--- src/rtl/sdr_mon_pkg.sv ---
// Shared types and pin decode for the SDRAM command monitor.
package sdr_mon_pkg;

  // DESL, deselected and clock-disabled cycles all share the NOP code.
  typedef enum logic [2:0] {
    CMD_NOP = 3'd0,
    CMD_ACT = 3'd1,
    CMD_RD  = 3'd2,
    CMD_WR  = 3'd3,
    CMD_BST = 3'd4,
    CMD_PRE = 3'd5,
    CMD_REF = 3'd6,
    CMD_MRS = 3'd7
  } cmd_e;

  typedef enum logic [3:0] {
    VIOL_NONE        = 4'd0,
    VIOL_ACT_OPEN    = 4'd1,
    VIOL_ACCESS_IDLE = 4'd2,
    VIOL_TRCD        = 4'd3,
    VIOL_TRP         = 4'd4,
    VIOL_TRFC        = 4'd5,
    VIOL_TMRD        = 4'd6,
    VIOL_BANK_OPEN   = 4'd7,
    VIOL_MODE_VALUE  = 4'd8
  } viol_e;

  typedef enum logic {
    BANK_IDLE   = 1'b0,
    BANK_ACTIVE = 1'b1
  } bank_state_e;

  function automatic cmd_e sdr_decode(
    input logic cke,
    input logic cs_n,
    input logic ras_n,
    input logic cas_n,
    input logic we_n
  );
    cmd_e cmd;
    if (!cke || cs_n) begin
      cmd = CMD_NOP;
    end else begin
      case ({ras_n, cas_n, we_n})
        3'b011:  cmd = CMD_ACT;
        3'b101:  cmd = CMD_RD;
        3'b100:  cmd = CMD_WR;
        3'b110:  cmd = CMD_BST;
        3'b010:  cmd = CMD_PRE;
        3'b001:  cmd = CMD_REF;
        3'b000:  cmd = CMD_MRS;
        default: cmd = CMD_NOP;
      endcase
    end
    return cmd;
  endfunction

endpackage

--- src/rtl/sdr_mon_bank.sv ---
// One bank of the monitor: open/closed state, latched row, tRCD/tRP timers
// and the bank-local violation flags (codes 1..4 in bits 0..3).
module sdr_mon_bank
  import sdr_mon_pkg::*;
#(
  parameter int ADDR_W = 13,
  parameter int T_RCD  = 3,
  parameter int T_RP   = 3
) (
  input  logic              sdram_clk,
  input  logic              wb_rst_i,
  input  logic              bank_sel,
  input  cmd_e              cmd,
  input  logic [ADDR_W-1:0] sdr_addr,
  output logic              bank_open,
  output logic [ADDR_W-1:0] open_row,
  output logic [3:0]        bank_viol
);

  localparam int TMR_W = $clog2(((T_RCD > T_RP) ? T_RCD : T_RP) + 1);
  localparam logic [TMR_W-1:0] TMR_ZERO = {TMR_W{1'b0}};
  localparam logic [TMR_W-1:0] TMR_ONE  = TMR_W'(1);
  localparam logic [TMR_W-1:0] RCD_LOAD = TMR_W'(T_RCD - 1);
  localparam logic [TMR_W-1:0] RP_LOAD  = TMR_W'(T_RP - 1);

  bank_state_e       state_r;
  bank_state_e       state_nxt_s;
  logic [TMR_W-1:0]  trcd_r;
  logic [TMR_W-1:0]  trp_r;
  logic [ADDR_W-1:0] row_r;
  logic              act_s;
  logic              acc_s;
  logic              close_s;

  // Qualify the decoded command for this bank; addr[10] selects PRE-all / auto-precharge.
  always_comb begin
    act_s   = (cmd == CMD_ACT) && bank_sel;
    acc_s   = ((cmd == CMD_RD) || (cmd == CMD_WR)) && bank_sel;
    close_s = ((cmd == CMD_PRE) && (bank_sel || sdr_addr[10])) || (acc_s && sdr_addr[10]);
  end

  // Bank next state.
  always_comb begin
    state_nxt_s = state_r;
    case (state_r)
      BANK_IDLE: begin
        if (act_s) state_nxt_s = BANK_ACTIVE;
        else       state_nxt_s = BANK_IDLE;
      end
      BANK_ACTIVE: begin
        if (close_s) state_nxt_s = BANK_IDLE;
        else         state_nxt_s = BANK_ACTIVE;
      end
      default: state_nxt_s = BANK_IDLE;
    endcase
  end

  // State, row latch and the two down-counters that stop at zero.
  always_ff @(posedge sdram_clk) begin
    if (wb_rst_i) begin
      state_r <= BANK_IDLE;
      trcd_r  <= TMR_ZERO;
      trp_r   <= TMR_ZERO;
      row_r   <= {ADDR_W{1'b0}};
    end else begin
      state_r <= state_nxt_s;
      if (act_s) begin
        trcd_r <= RCD_LOAD;
        row_r  <= sdr_addr;
      end else if (trcd_r != TMR_ZERO) begin
        trcd_r <= trcd_r - TMR_ONE;
      end
      if (close_s) begin
        trp_r <= RP_LOAD;
      end else if (trp_r != TMR_ZERO) begin
        trp_r <= trp_r - TMR_ONE;
      end
    end
  end

  assign bank_open    = (state_r == BANK_ACTIVE);
  assign open_row     = row_r;
  assign bank_viol[0] = act_s && (state_r == BANK_ACTIVE);
  assign bank_viol[1] = acc_s && (state_r == BANK_IDLE);
  assign bank_viol[2] = acc_s && (trcd_r != TMR_ZERO);
  assign bank_viol[3] = act_s && (trp_r != TMR_ZERO);

endmodule

--- src/rtl/sdr_cmd_monitor.sv ---
// Passive SDRAM command monitor: decodes the command pins, tracks bank state,
// flags timing/protocol violations and counts commands.
module sdr_cmd_monitor
  import sdr_mon_pkg::*;
#(
  parameter int NUM_BANKS = 4,
  parameter int BA_W      = 2,
  parameter int ADDR_W    = 13,
  parameter int CNT_W     = 16,
  parameter int T_RCD     = 3,
  parameter int T_RP      = 3,
  parameter int T_RFC     = 7,
  parameter int T_MRD     = 2
) (
  input  logic                        sdram_clk,
  input  logic                        wb_rst_i,
  input  logic                        sdr_cs_n,
  input  logic                        sdr_ras_n,
  input  logic                        sdr_cas_n,
  input  logic                        sdr_we_n,
  input  logic                        sdr_cke,
  input  logic [BA_W-1:0]             sdr_ba,
  input  logic [ADDR_W-1:0]           sdr_addr,
  input  logic [ADDR_W-1:0]           cfg_sdr_mode_reg,
  input  logic                        cnt_clr,
  output logic                        cmd_valid,
  output cmd_e                        cmd_code,
  output logic [NUM_BANKS-1:0]        bank_open,
  output logic [NUM_BANKS*ADDR_W-1:0] open_row,
  output logic [CNT_W-1:0]            cnt_act,
  output logic [CNT_W-1:0]            cnt_rd,
  output logic [CNT_W-1:0]            cnt_wr,
  output logic [CNT_W-1:0]            cnt_pre,
  output logic [CNT_W-1:0]            cnt_ref,
  output logic [CNT_W-1:0]            cnt_mrs,
  output logic                        viol,
  output viol_e                       viol_code,
  output logic [7:0]                  viol_sticky,
  output logic [ADDR_W-1:0]           mode_shadow
);

  localparam int TG_W = $clog2(((T_RFC > T_MRD) ? T_RFC : T_MRD) + 1);
  localparam logic [TG_W-1:0]  TG_ZERO  = {TG_W{1'b0}};
  localparam logic [TG_W-1:0]  TG_ONE   = TG_W'(1);
  localparam logic [TG_W-1:0]  RFC_LOAD = TG_W'(T_RFC - 1);
  localparam logic [TG_W-1:0]  MRD_LOAD = TG_W'(T_MRD - 1);
  localparam logic [CNT_W-1:0] CNT_ZERO = {CNT_W{1'b0}};
  localparam logic [CNT_W-1:0] CNT_ONE  = CNT_W'(1);
  localparam logic [CNT_W-1:0] CNT_MAX  = {CNT_W{1'b1}};

  cmd_e                      cmd_s;
  logic                      any_cmd_s;
  logic [NUM_BANKS-1:0][3:0] bank_viol_s;
  logic [7:0]                viol_set_s;
  viol_e                     viol_first_s;
  logic [5:0]                cnt_hit_s;
  logic [CNT_W-1:0]          cnt_r [6];
  logic [TG_W-1:0]           trfc_r;
  logic [TG_W-1:0]           tmrd_r;
  logic                      cmd_valid_r;
  cmd_e                      cmd_code_r;
  logic                      viol_r;
  viol_e                     viol_code_r;
  logic [7:0]                viol_sticky_r;
  logic [ADDR_W-1:0]         mode_shadow_r;

  assign cmd_s     = sdr_decode(sdr_cke, sdr_cs_n, sdr_ras_n, sdr_cas_n, sdr_we_n);
  assign any_cmd_s = (cmd_s != CMD_NOP);
  assign cnt_hit_s = {cmd_s == CMD_MRS, cmd_s == CMD_REF, cmd_s == CMD_PRE,
                      cmd_s == CMD_WR,  cmd_s == CMD_RD,  cmd_s == CMD_ACT};

  for (genvar b = 0; b < NUM_BANKS; b++) begin : g_bank
    sdr_mon_bank #(
      .ADDR_W (ADDR_W),
      .T_RCD  (T_RCD),
      .T_RP   (T_RP)
    ) u_bank (
      .sdram_clk (sdram_clk),
      .wb_rst_i  (wb_rst_i),
      .bank_sel  (sdr_ba == BA_W'(b)),
      .cmd       (cmd_s),
      .sdr_addr  (sdr_addr),
      .bank_open (bank_open[b]),
      .open_row  (open_row[b*ADDR_W +: ADDR_W]),
      .bank_viol (bank_viol_s[b])
    );
  end

  // Gather every violation raised by the sampled command; bit i is code i+1.
  always_comb begin
    viol_set_s = 8'h00;
    for (int b = 0; b < NUM_BANKS; b++) begin
      viol_set_s[3:0] = viol_set_s[3:0] | bank_viol_s[b];
    end
    viol_set_s[4] = any_cmd_s && (trfc_r != TG_ZERO);
    viol_set_s[5] = any_cmd_s && (tmrd_r != TG_ZERO);
    viol_set_s[6] = ((cmd_s == CMD_REF) || (cmd_s == CMD_MRS)) && (|bank_open);
    viol_set_s[7] = (cmd_s == CMD_MRS) && (sdr_addr != cfg_sdr_mode_reg);
  end

  // Lowest-numbered violation wins the reported code.
  always_comb begin
    viol_first_s = VIOL_NONE;
    for (int i = 7; i >= 0; i--) begin
      if (viol_set_s[i]) viol_first_s = viol_e'(4'(i + 1));
      else               viol_first_s = viol_first_s;
    end
  end

  // Output registers, global timers and saturating counters; clear beats increment.
  always_ff @(posedge sdram_clk) begin
    if (wb_rst_i) begin
      cmd_valid_r   <= 1'b0;
      cmd_code_r    <= CMD_NOP;
      viol_r        <= 1'b0;
      viol_code_r   <= VIOL_NONE;
      viol_sticky_r <= 8'h00;
      mode_shadow_r <= {ADDR_W{1'b0}};
      trfc_r        <= TG_ZERO;
      tmrd_r        <= TG_ZERO;
      for (int k = 0; k < 6; k++) cnt_r[k] <= CNT_ZERO;
    end else begin
      cmd_valid_r <= any_cmd_s;
      cmd_code_r  <= cmd_s;
      viol_r      <= |viol_set_s;
      if (|viol_set_s) viol_code_r <= viol_first_s;
      if (cnt_clr) viol_sticky_r <= 8'h00;
      else         viol_sticky_r <= viol_sticky_r | viol_set_s;
      if (cmd_s == CMD_MRS) mode_shadow_r <= sdr_addr;
      if (cmd_s == CMD_REF)        trfc_r <= RFC_LOAD;
      else if (trfc_r != TG_ZERO)  trfc_r <= trfc_r - TG_ONE;
      if (cmd_s == CMD_MRS)        tmrd_r <= MRD_LOAD;
      else if (tmrd_r != TG_ZERO)  tmrd_r <= tmrd_r - TG_ONE;
      for (int k = 0; k < 6; k++) begin
        if (cnt_clr)                                     cnt_r[k] <= CNT_ZERO;
        else if (cnt_hit_s[k] && (cnt_r[k] != CNT_MAX))  cnt_r[k] <= cnt_r[k] + CNT_ONE;
      end
    end
  end

  assign cmd_valid   = cmd_valid_r;
  assign cmd_code    = cmd_code_r;
  assign viol        = viol_r;
  assign viol_code   = viol_code_r;
  assign viol_sticky = viol_sticky_r;
  assign mode_shadow = mode_shadow_r;
  assign cnt_act     = cnt_r[0];
  assign cnt_rd      = cnt_r[1];
  assign cnt_wr      = cnt_r[2];
  assign cnt_pre     = cnt_r[3];
  assign cnt_ref     = cnt_r[4];
  assign cnt_mrs     = cnt_r[5];

endmodule
--- config.mk ---
export PLATFORM = sky130hd
export DESIGN_NAME = sdr_cmd_monitor
export DESIGN_NICKNAME = d
export VERILOG_FILES = /design/src/rtl/sdr_mon_pkg.sv /design/src/rtl/sdr_mon_bank.sv /design/src/rtl/sdr_cmd_monitor.sv
export SDC_FILE = /design/constraint.sdc
export NUM_CORES = 1
export LEC_CHECK = 0
export CORE_ASPECT_RATIO = 0.5
export CORE_MARGIN = 2
export CORE_UTILIZATION = 50
export CTS_CLUSTER_DIAMETER = 120
export DETAILED_ROUTE_END_ITERATION = 8
export PLACE_DENSITY = 0.79
export SLEW_MARGIN = 5
export SYNTH_ARGS = -nofsm -noshare
export SYNTH_HDL_FRONTEND = slang
export SYNTH_SLANG_ARGS = --single-unit
--- constraint.sdc ---
create_clock -name sdram_clk -period 3.3 [get_ports sdram_clk]
set_clock_uncertainty 0.2 [all_clocks]
set_input_delay 0.825 -clock sdram_clk [delete_from_list [all_inputs] [get_ports sdram_clk]]
set_output_delay 0.825 -clock sdram_clk [all_outputs]
set_load 0.005 [all_outputs]
==> results.cfg, run 1 <==
[floorplan]
die_w_um = 196
die_area_um2 = 19600
core_um2 = 17700
start_util_pct = 52.0
ioPinCount = 218
rows = 34
dieHeight_um = 99.9

[critical_path]
crit_end = viol_code[2]
worstPathRequired_ns = 3.43
worst-setup-path-type = input port to flop
crit_fanout = 6
r2r_cells = 6
crit_start = sdr_addr[3]
rr_startpoint = g_bank[1].u_bank.bank_open
critPathArrivalTime_ns = 3.13
r2r-end = viol_code[0]
critPathCaptureType = flop
r2r_setup_slack_ns = 0.82
start_kind = input port

[timing]
finalCriticalPeriod_ns = 3.00
setup_ws_ns = 0.304
timing.slew.headroom_pct = 31.6
fmax_mhz = 334
fin_setup_tns_ns = 0
finalCritPeriodShare_pct = 90.8
finalHoldViolCount = 0
final-setup-viol-count = 0
rsz0062_at_grt = no
drv_slew = 0
tightestPinTransition_ns = 1.03

[clocking]
cts_max_path_buffers = 3
clk_pin_slew_ns = 0.07
cts_resized = 0
cts_setup_buffers = 0
cts_tree = yes
cts_made_buffers = 19
root_buffer = clkbuf_16
clkSinkCount = 204
cts_htree_levels = 1
clkLatencyLatePin_ns = 0.49
postCtsHoldBufs = 0

[synthesis]
synth-seq-cells = 204
netlist_area_um2 = 9200
yosysWarnings = 0
synth_cell_types = 56
synth_ff_type = dfxtp_1
synth_top_area_share_pct = 31.4
yosys-top-cells-area = edfxtp_1 (31%), dfxtp_1 (24%), nor2_1 (6.7%)
yosysSeqAreaShare_pct = 54.9
async_reset_ff_share_pct = 0
synth_edf_count = 96
syn-mean-instance-area_um2 = 9.71
syn_nets = 993
synth_area_leader_cell = edfxtp_1
syn_inst = 947

[cells_and_area]
layout-drive-gt1-share_pct = 7.25
fin_area_um2 = 12400
antenna_cells_inserted = 0
layout.nets = 1238
syn2layout_area_growth_pct = 35.0

[run_status]
outcome = finished, final reports clean

[global_route]
grt_pass1_vias = 7514
grt_usage_pct = 24.4
antenna_found_initial = 0
overflow = 0
grt_max_degree = 101
grt_pass1_wl_um = 38500

[routing]
drt_iter0_markers = 434
wl_per_cell_um = 17.1
first_pass_iters = 5
wirelength_um = 24600
dr_total_vias = 7820
drcViolationCount = 0
ant_nets = 0
viasPerCell = 5.45

[place]
place_area_um2 = 11800
portBuffers = 217
dpl_worst_slack_ns = -0.176
hpwl_um = 17600
gp_congestion = 0.920

[pwr]
ir_drop_v = 0.000373
power_density_nw_per_um2 = 443
leakagePower_nw = 4.43

[min_path]
hp-class = flop to flop

[flow_run]
max_cap_viol_count = 0
==> registers in the layout (all words and copies together) (netlist names) <==
signal                   flops
g_bank.u_bank.trp_r          8
g_bank.u_bank.bank_open      4
mode_shadow                 13
cmd_code                     3
viol_code                    4
trfc_r                       3
cmd_valid                    1
viol_sticky                  8
cnt_r                       96
tmrd_r                       3
g_bank.u_bank.trcd_r         8
g_bank.u_bank.open_row      52
viol                         1
==> cell type report <==
cell class / count / area, um2
clock inverters: 7 / 60.1
well taps: 234 / 293
clock buffers: 22 / 508
flip-flops and latches: 204 / 5040
fillers: 1316 / 5280
multi-input cells: 685 / 3890
repair buffers: 265 / 2550
inverters: 17 / 63.8
==> placed cells by master (no fill, tap or decap), types with 6 or more instances in the layout <==
cell / n
and3_1: 20
clkdlybuf4s50_1: 216
nor2b_1: 6
edfxtp_1: 96
xnor2_1: 43
buf_4: 46
nor3_1: 11
and4_1: 10
nand2b_1: 7
nand2_1: 148
nor4_1: 6
clkbuf_16: 20
nor2_1: 163
nand4_1: 22
ha_1: 10
inv_1: 17
xor2_1: 56
nand3_1: 41
a21oi_1: 69
mux2i_1: 15
dfxtp_1: 108
==> how the worst min path moves through the flow <==
stage	startpoint	end	slack, ns	cells past startpoint
floorplan	g_bank[3].u_bank.trcd_r[0]	g_bank[3].u_bank.trcd_r[0]	0.22	1
global placement	viol_sticky[1]	viol_sticky[1]	0.24	2
detailed placement	g_bank[3].u_bank.trcd_r[0]	g_bank[3].u_bank.trcd_r[0]	0.24	1
CTS	g_bank[3].u_bank.trcd_r[0]	g_bank[3].u_bank.trcd_r[0]	0.25	1
global route	g_bank[3].u_bank.trcd_r[0]	g_bank[3].u_bank.trcd_r[0]	0.28	1
finish	mode_shadow[2]	mode_shadow[2]	0.26	2
==> worst max-delay path, stage by stage <==
cell and delay [ns]:
clkdlybuf4s50_1 0.67, xnor2_1 0.16, nand4_1 0.10, nor4_1 0.57
buf_4 0.24, o21ai_0 0.09, a2111oi_0 0.48
==> per-stage QoR <==
stage,std cells,util (%),total power [W],hold WS [ns]
floorplan,947,-,0.00314,0.224
global placement,1405,66.9,0.00343,0.236
detailed placement,1405,66.9,0.00345,0.245
CTS,1434,70.2,0.00553,0.255
global route,1434,70.2,0.00569,0.280
finish,1434,70.2,0.00550,0.257
==> logic make-up after synthesis <==
kind of cell | count (synthesis) | share of synthesized area [%]
AOI/OAI and AO/OA | 103 | 6.86
xor gates and xnor gates | 99 | 9.43
adders and majority gates | 10 | 1.36
buffers and inverters | 58 | 2.79
DFF | 204 | 54.9
muxes | 16 | 1.92
and+or+nand+nor | 457 | 22.8
==> synth_stat cells (all sizes together), types with 4 or more instances <==
cell type	n
a211oi	4
a21oi	69
a31o	5
and3	20
and4	10
buf	15
clkbuf	26
dfxtp	108
edfxtp	96
ha	10
inv	17
mux2i	15
nand2	149
nand2b	7
nand3	41
nand4	22
nor2	163
nor2b	6
nor3	12
nor4	6
nor4b	5
or2	4
xnor2	43
xor2	56
==> where the power goes <==
part	leakage (nW)	switching, W	internal [W]
clock network	0.280	0.000931	0.00117
registers	1.94	0.0000928	0.00273
logic	2.21	0.000270	0.000305
==> layer usage <==
metal	track usage, %	vias up	share of wire [%]
li1	-	3756	-
met1	30.7	3767	42
met2	41.7	251	48
met3	6.92	46	7.6
met4	6.93	0	2.5
met5	0	-	0
No activity file was read; power rests on OpenSTA's default activity.
==> inputs of run 2 (changes only) <==
--- a/config.mk
+++ b/config.mk
@@ -6,7 +6,6 @@
 export NUM_CORES = 1
 export LEC_CHECK = 0
 export CORE_ASPECT_RATIO = 0.5
-export CORE_MARGIN = 2
 export CORE_UTILIZATION = 50
 export CTS_CLUSTER_DIAMETER = 120
 export DETAILED_ROUTE_END_ITERATION = 8
==> run 2 against run 1 <==
Effect of this change: combinational power decreased by 1%; worst setup slack improved by 0.13 ns; critical path type unchanged; register-to-register slack improved by 0.09 ns; largest cell class unchanged; first-iteration DRC count decreased by 3.7%; worst hold slack improved by 0.0026 ns; die area decreased by 3.0%; global-route usage increased by 0.20 points; non-clock buffer count decreased by 2; wire length decreased by 1.8%; sequential power about the same; clock power increased by 2%.
==> results.cfg, run 2 (same netlist as run 1, synthesis figures left out) <==
[run_status]
outcome = finished, final reports clean

[cells_and_area]
antenna_cells_inserted = 0
final_cell_mix = clkdlybuf4s50_1 (216), nor2_1 (163), nand2_1 (148)
layout-drive-gt1-share_pct = 7.50
largest_reg_flops = 96
seqCellArea_um2 = 5040
multiInputGateArea_um2 = 3890
top_register = cnt_r
fin_area_um2 = 12400
final_cells = 1434
syn2layout_area_growth_pct = 35.2
layout_commonest_cell = clkdlybuf4s50_1
fill_cells = 1367
layout.nets = 1235
final_util_pct = 70.3

[routing]
first_pass_iters = 5
drt_iter0_markers = 418
viasPerCell = 5.45
drcViolationCount = 0
wl_per_cell_um = 16.8
ant_nets = 0
dr_total_vias = 7812
wirelength_um = 24100

[timing]
final-setup-viol-count = 0
whs_ns = 0.259
finalCriticalPeriod_ns = 2.86
tightestPinTransition_ns = 0.855
rsz0062_at_grt = no
finalCritPeriodShare_pct = 86.7
fmax_mhz = 349
finalHoldViolCount = 0
timing.slew.headroom_pct = 43.0
drv_slew = 0

[min_path]
hp-class = flop to flop
hold_path_depth = 2

[global_route]
grt_pass1_wl_um = 38200
gr-usage-met3_pct = 6.42
grt_use_met2_pct = 42.5
globalRoute.busiestLayer = met2
grt_usage_pct = 24.6
grt_pass1_vias = 7455
gr-usage-met1_pct = 31.2
grt_max_degree = 87
overflow = 0
antenna_found_initial = 0

[pwr]
leakagePower_nw = 4.44
clkPwrFrac_pct = 38.7
swShare_pct = 23.6
seqPwrFrac_pct = 51.0
power.internal_w = 0.00423
power_density_nw_per_um2 = 445
p_comb_share_pct = 10.3
ir_drop_v = 0.000366
switchingPower_w = 0.00131

[critical_path]
critPathArrivalTime_ns = 3.04
r2r_cells = 6
crit_fanout = 6
start_kind = input port
worst-setup-path-type = input port to flop
worstPathRequired_ns = 3.47
critPathCaptureType = flop

[clocking]
cts_setup_buffers = 0
clkLatencyLatePin_ns = 0.50
root_buffer = clkbuf_16
cts_htree_levels = 1
cts_made_buffers = 18
cts_tree = yes
clkSinkCount = 204
postCtsHoldBufs = 0
cts_max_path_buffers = 3
cts_resized = 0
clk_pin_slew_ns = 0.07

[place]
portBuffers = 217
place_area_um2 = 11800
gp_congestion = 0.910
dp_cells = 1403
hpwl_um = 17200

[floorplan]
die_w_um = 194
ioPinCount = 218
start_util_pct = 52.0
die_area_um2 = 19000
core_um2 = 17700
rows = 34
dieHeight_um = 97.9

[flow_run]
max_cap_viol_count = 0
[run 2: cell types whose count changed in the layout (fill, tap and decap cells not counted)]
cell | before | now
buf_4 | 46 | 43
clkinv_2 | 2 | 5
clkbuf_16 | 20 | 18
clkinv_1 | 3 | 1
buf_12 | 2 | 3
bufinv_16 | 1 | 2
clkbuf_1 | 2 | 1
clkbuf_8 | 0 | 1
clkinv_8 | 0 | 1
inv_4 | 0 | 1
[run 2: final cells by class]
cell class	count	share of cell area [%]
flip-flops and latches	204	40.6
multi-input cells	685	31.3
repair buffers	263	20.5
clock buffers	20	3.76
well taps	234	2.35
clock inverters	11	0.966
inverters	17	0.513
[run 2: worst paths after layout]
path / startpoint / endpoint / slack, ns
max: sdr_addr[3] / viol_code[2] / 0.44
min: g_bank[2].u_bank.open_row[3] / g_bank[2].u_bank.open_row[3] / 0.26
max reg2reg: g_bank[1].u_bank.bank_open / viol_code[0] / 0.91
min reg2reg: g_bank[2].u_bank.open_row[3] / g_bank[2].u_bank.open_row[3] / 0.26
[run 2: metrics by stage]
stage	total power (W)	TNS (ns)	setup WS (ns)
4_1_cts	0.00556	0	0.474
3_3_place_gp	0.00342	0	0.0420
2_1_floorplan	0.00314	0	0.212
5_1_grt	0.00572	0	0.297
6_report	0.00554	0	0.437
3_5_place_dp	0.00344	-0.0156	-0.0156
[run 2: power groups by stage]
stage,logic [W],registers (W),clock network (W)
global placement,0.000549,0.00288,0
CTS,0.000571,0.00282,0.00217
finish,0.000569,0.00282,0.00214
floorplan,0.000275,0.00287,0
global route,0.000614,0.00284,0.00227
detailed placement,0.000564,0.00288,0
[run 2: routing by layer]
metal	vias to the layer above	wire length, um
met5	-	0
met4	0	381
met3	30	1850
met2	265	11700
met1	3764	10100
li1	3753	-
[run 2: worst max-delay path, stage by stage]
cell and delay [ns]:
clkdlybuf4s50_1 0.71, xnor2_1 0.18, nand4_1 0.10, nor4_1 0.50
buf_4 0.23, o21ai_0 0.07, a2111oi_0 0.42
==> inputs of run 3 (changes only) <==
--- a/config.mk
+++ b/config.mk
@@ -5,11 +5,12 @@
 export SDC_FILE = /design/constraint.sdc
 export NUM_CORES = 1
 export LEC_CHECK = 0
+export ABC_AREA = 1
 export CORE_ASPECT_RATIO = 0.5
-export CORE_UTILIZATION = 50
+export CORE_UTILIZATION = 51
 export CTS_CLUSTER_DIAMETER = 120
 export DETAILED_ROUTE_END_ITERATION = 8
-export PLACE_DENSITY = 0.79
+export PLACE_DENSITY = 0.8
 export SLEW_MARGIN = 5
 export SYNTH_ARGS = -nofsm -noshare
 export SYNTH_HDL_FRONTEND = slang
==> run 3 against run 2 <==
Effect of this change: synthesized cell count rose by 18%; worst hold slack worse by 0.024 ns; sequential share of layout area fell by 0.68 points; sequential power barely moved; maximum frequency rose by 2.6%.
==> results.cfg, run 3 <==
[synthesis]
synth_edf_count = 96
syn-mean-instance-area_um2 = 8.52
netlist_area_um2 = 9490
syn_inst = 1113
async_reset_ff_share_pct = 0
synth_ff_type = dfxtp_1
syn_nets = 1159
yosys-top-cells-area = edfxtp_1 (30%), dfxtp_1 (23%), nor2_1 (6.9%)
synth_cell_types = 43
synth_area_leader_cell = edfxtp_1
yosysSeqAreaShare_pct = 53.2
synth_top_area_share_pct = 30.4
yosys-top-cells-count = nor2_1 (175), nand2_1 (152), inv_1 (134)
synth-seq-cells = 204
synthMostInstantiatedCell = nor2_1
yosysWarnings = 0

[timing]
setup_ws_ns = 0.510
finalCritPeriodShare_pct = 84.6
whs_ns = 0.235
final-setup-viol-count = 0
tightestPinTransition_ns = 0.488
fmax_mhz = 358
finalHoldViolCount = 0
drv_slew = 0
fin_setup_tns_ns = 0
timing.slew.headroom_pct = 67.4
finalCriticalPeriod_ns = 2.79
rsz0062_at_grt = no

[place]
hpwl_um = 17500
dpl_worst_slack_ns = 0.0760
portBuffers = 217
gp_congestion = 0.851

[global_route]
grt_pass1_wl_um = 38700
grt_use_met2_pct = 41.7
gr-usage-met3_pct = 6.71
globalRoute.busiestLayer = met2
grt_max_degree = 42
grt_pass1_vias = 7845
overflow = 0
gr-usage-met1_pct = 32.1
grt_usage_pct = 24.8
antenna_found_initial = 0

[cells_and_area]
layout_commonest_cell = clkdlybuf4s50_1
top_register = cnt_r
syn2layout_area_growth_pct = 33.3
final_cell_mix = clkdlybuf4s50_1 (217), nor2_1 (175), nand2_1 (152)
fill_cells = 1329
final_util_pct = 71.1
layout-drive-gt1-share_pct = 7.96
largest_reg_flops = 96
antenna_cells_inserted = 0
layout.nets = 1391

[clocking]
cts_tree = yes
clkLatencyLatePin_ns = 0.49
cts_setup_buffers = 0
postCtsHoldBufs = 0
cts_resized = 0
cts_made_buffers = 19
clk_pin_slew_ns = 0.07
cts_max_path_buffers = 3
clkSinkCount = 204
cts_htree_levels = 1
root_buffer = clkbuf_16

[routing]
first_pass_iters = 5
wl_per_cell_um = 15.2
viasPerCell = 5.27
dr_total_vias = 8383
ant_nets = 0
drcViolationCount = 0
wirelength_um = 24200
drt_iter0_markers = 477

[run_status]
outcome = finished, final reports clean

[pwr]
leakagePower_nw = 5.06
ir_drop_v = 0.000309
power_density_nw_per_um2 = 451
power_w = 0.00570

[critical_path]
critical_path_buf_inv_count = 4
worst-setup-path-type = input port to flop
crit_top_cell = nand2_1
critPathMaxStageDelay_ns = 0.48
crit_fanout = 16
critPathArrivalTime_ns = 2.76
crit_chain = clkdlybuf4s50_1, inv_2, nand2_1, nor2_1, nand2_1, nor2_4, inv_1, nor2_2, o21ai_2, nand2_1, buf_4
worstPathRequired_ns = 3.27
start_kind = input port
critPathCaptureType = flop
critPathSlowestCell = clkdlybuf4s50_1
crit_family = buffers and inverters

[floorplan]
ioPinCount = 218
die_area_um2 = 19200
dieHeight_um = 98.4
core_um2 = 17800
rows = 34
start_util_pct = 53.3
die_w_um = 195

[flow_run]
max_cap_viol_count = 0

[min_path]
hp-class = flop to flop
[run 3: worst reg2reg max path: cells and delay by family, from the launching register on]
kind | cells | cell delay, ns
adder cells (fa/ha/maj) | 1 | 0.19
buffers and inverters | 2 | 0.29
flip-flops | 1 | 0.40
AND/OR/NAND/NOR | 8 | 1.17
[run 3: metrics by stage]
stage	area, um2	std cells
finish	12600	1591
global route	12600	1591
CTS	12600	1591
detailed placement	12000	1558
global placement	12000	1558
floorplan	9490	1113
[run 3: power by group]
part | switching [W] | total [W] | internal, W
Sequential | 0.0000889 | 0.00284 | 0.00275
Clock | 0.000956 | 0.00225 | 0.00129
Combinational | 0.000318 | 0.000620 | 0.000302
[run 3: metal layers]
layer | up-vias | routed length, um | part of all wire [%]
li1 | 4170 | - | -
met1 | 3928 | 10700 | 44
met2 | 254 | 11300 | 47
met3 | 31 | 1850 | 7.7
met4 | 0 | 382 | 1.6
met5 | - | 0 | 0
[run 3: kinds of logic after synthesis]
group                    count (synthesis)  synth area share, %
AND/OR/NAND/NOR                        498                 24.1
flip-flops                             204                 53.2
AO/OA/AOI/OAI                          197                 11.1
buffers and inverters                  172                 7.36
XOR/XNOR                                32                 2.95
adder cells (fa/ha/maj)                 10                 1.32
[run 3: final timing paths]
kind	startpoint	slack (ns)	depth (start not counted)	end
worst max-delay path	sdr_cs_n	0.51	11	cnt_r[5][6]
worst min-delay path	g_bank[3].u_bank.trcd_r[0]	0.23	1	g_bank[3].u_bank.trcd_r[0]
worst min register to register	g_bank[3].u_bank.trcd_r[0]	0.23	1	g_bank[3].u_bank.trcd_r[0]
worst max register to register	cnt_r[3][0]	0.79	11	cnt_r[3][9]
[run 3: area by class of cell]
class	count	area [um2]	area share, %
sequential	204	5040	39.9
multi-input combinational	737	3740	29.6
timing repair buffer	244	2400	19.0
clock buffer	27	609	4.82
inverter	139	522	4.13
tap	234	293	2.32
clock inverter	6	35.0	0.277
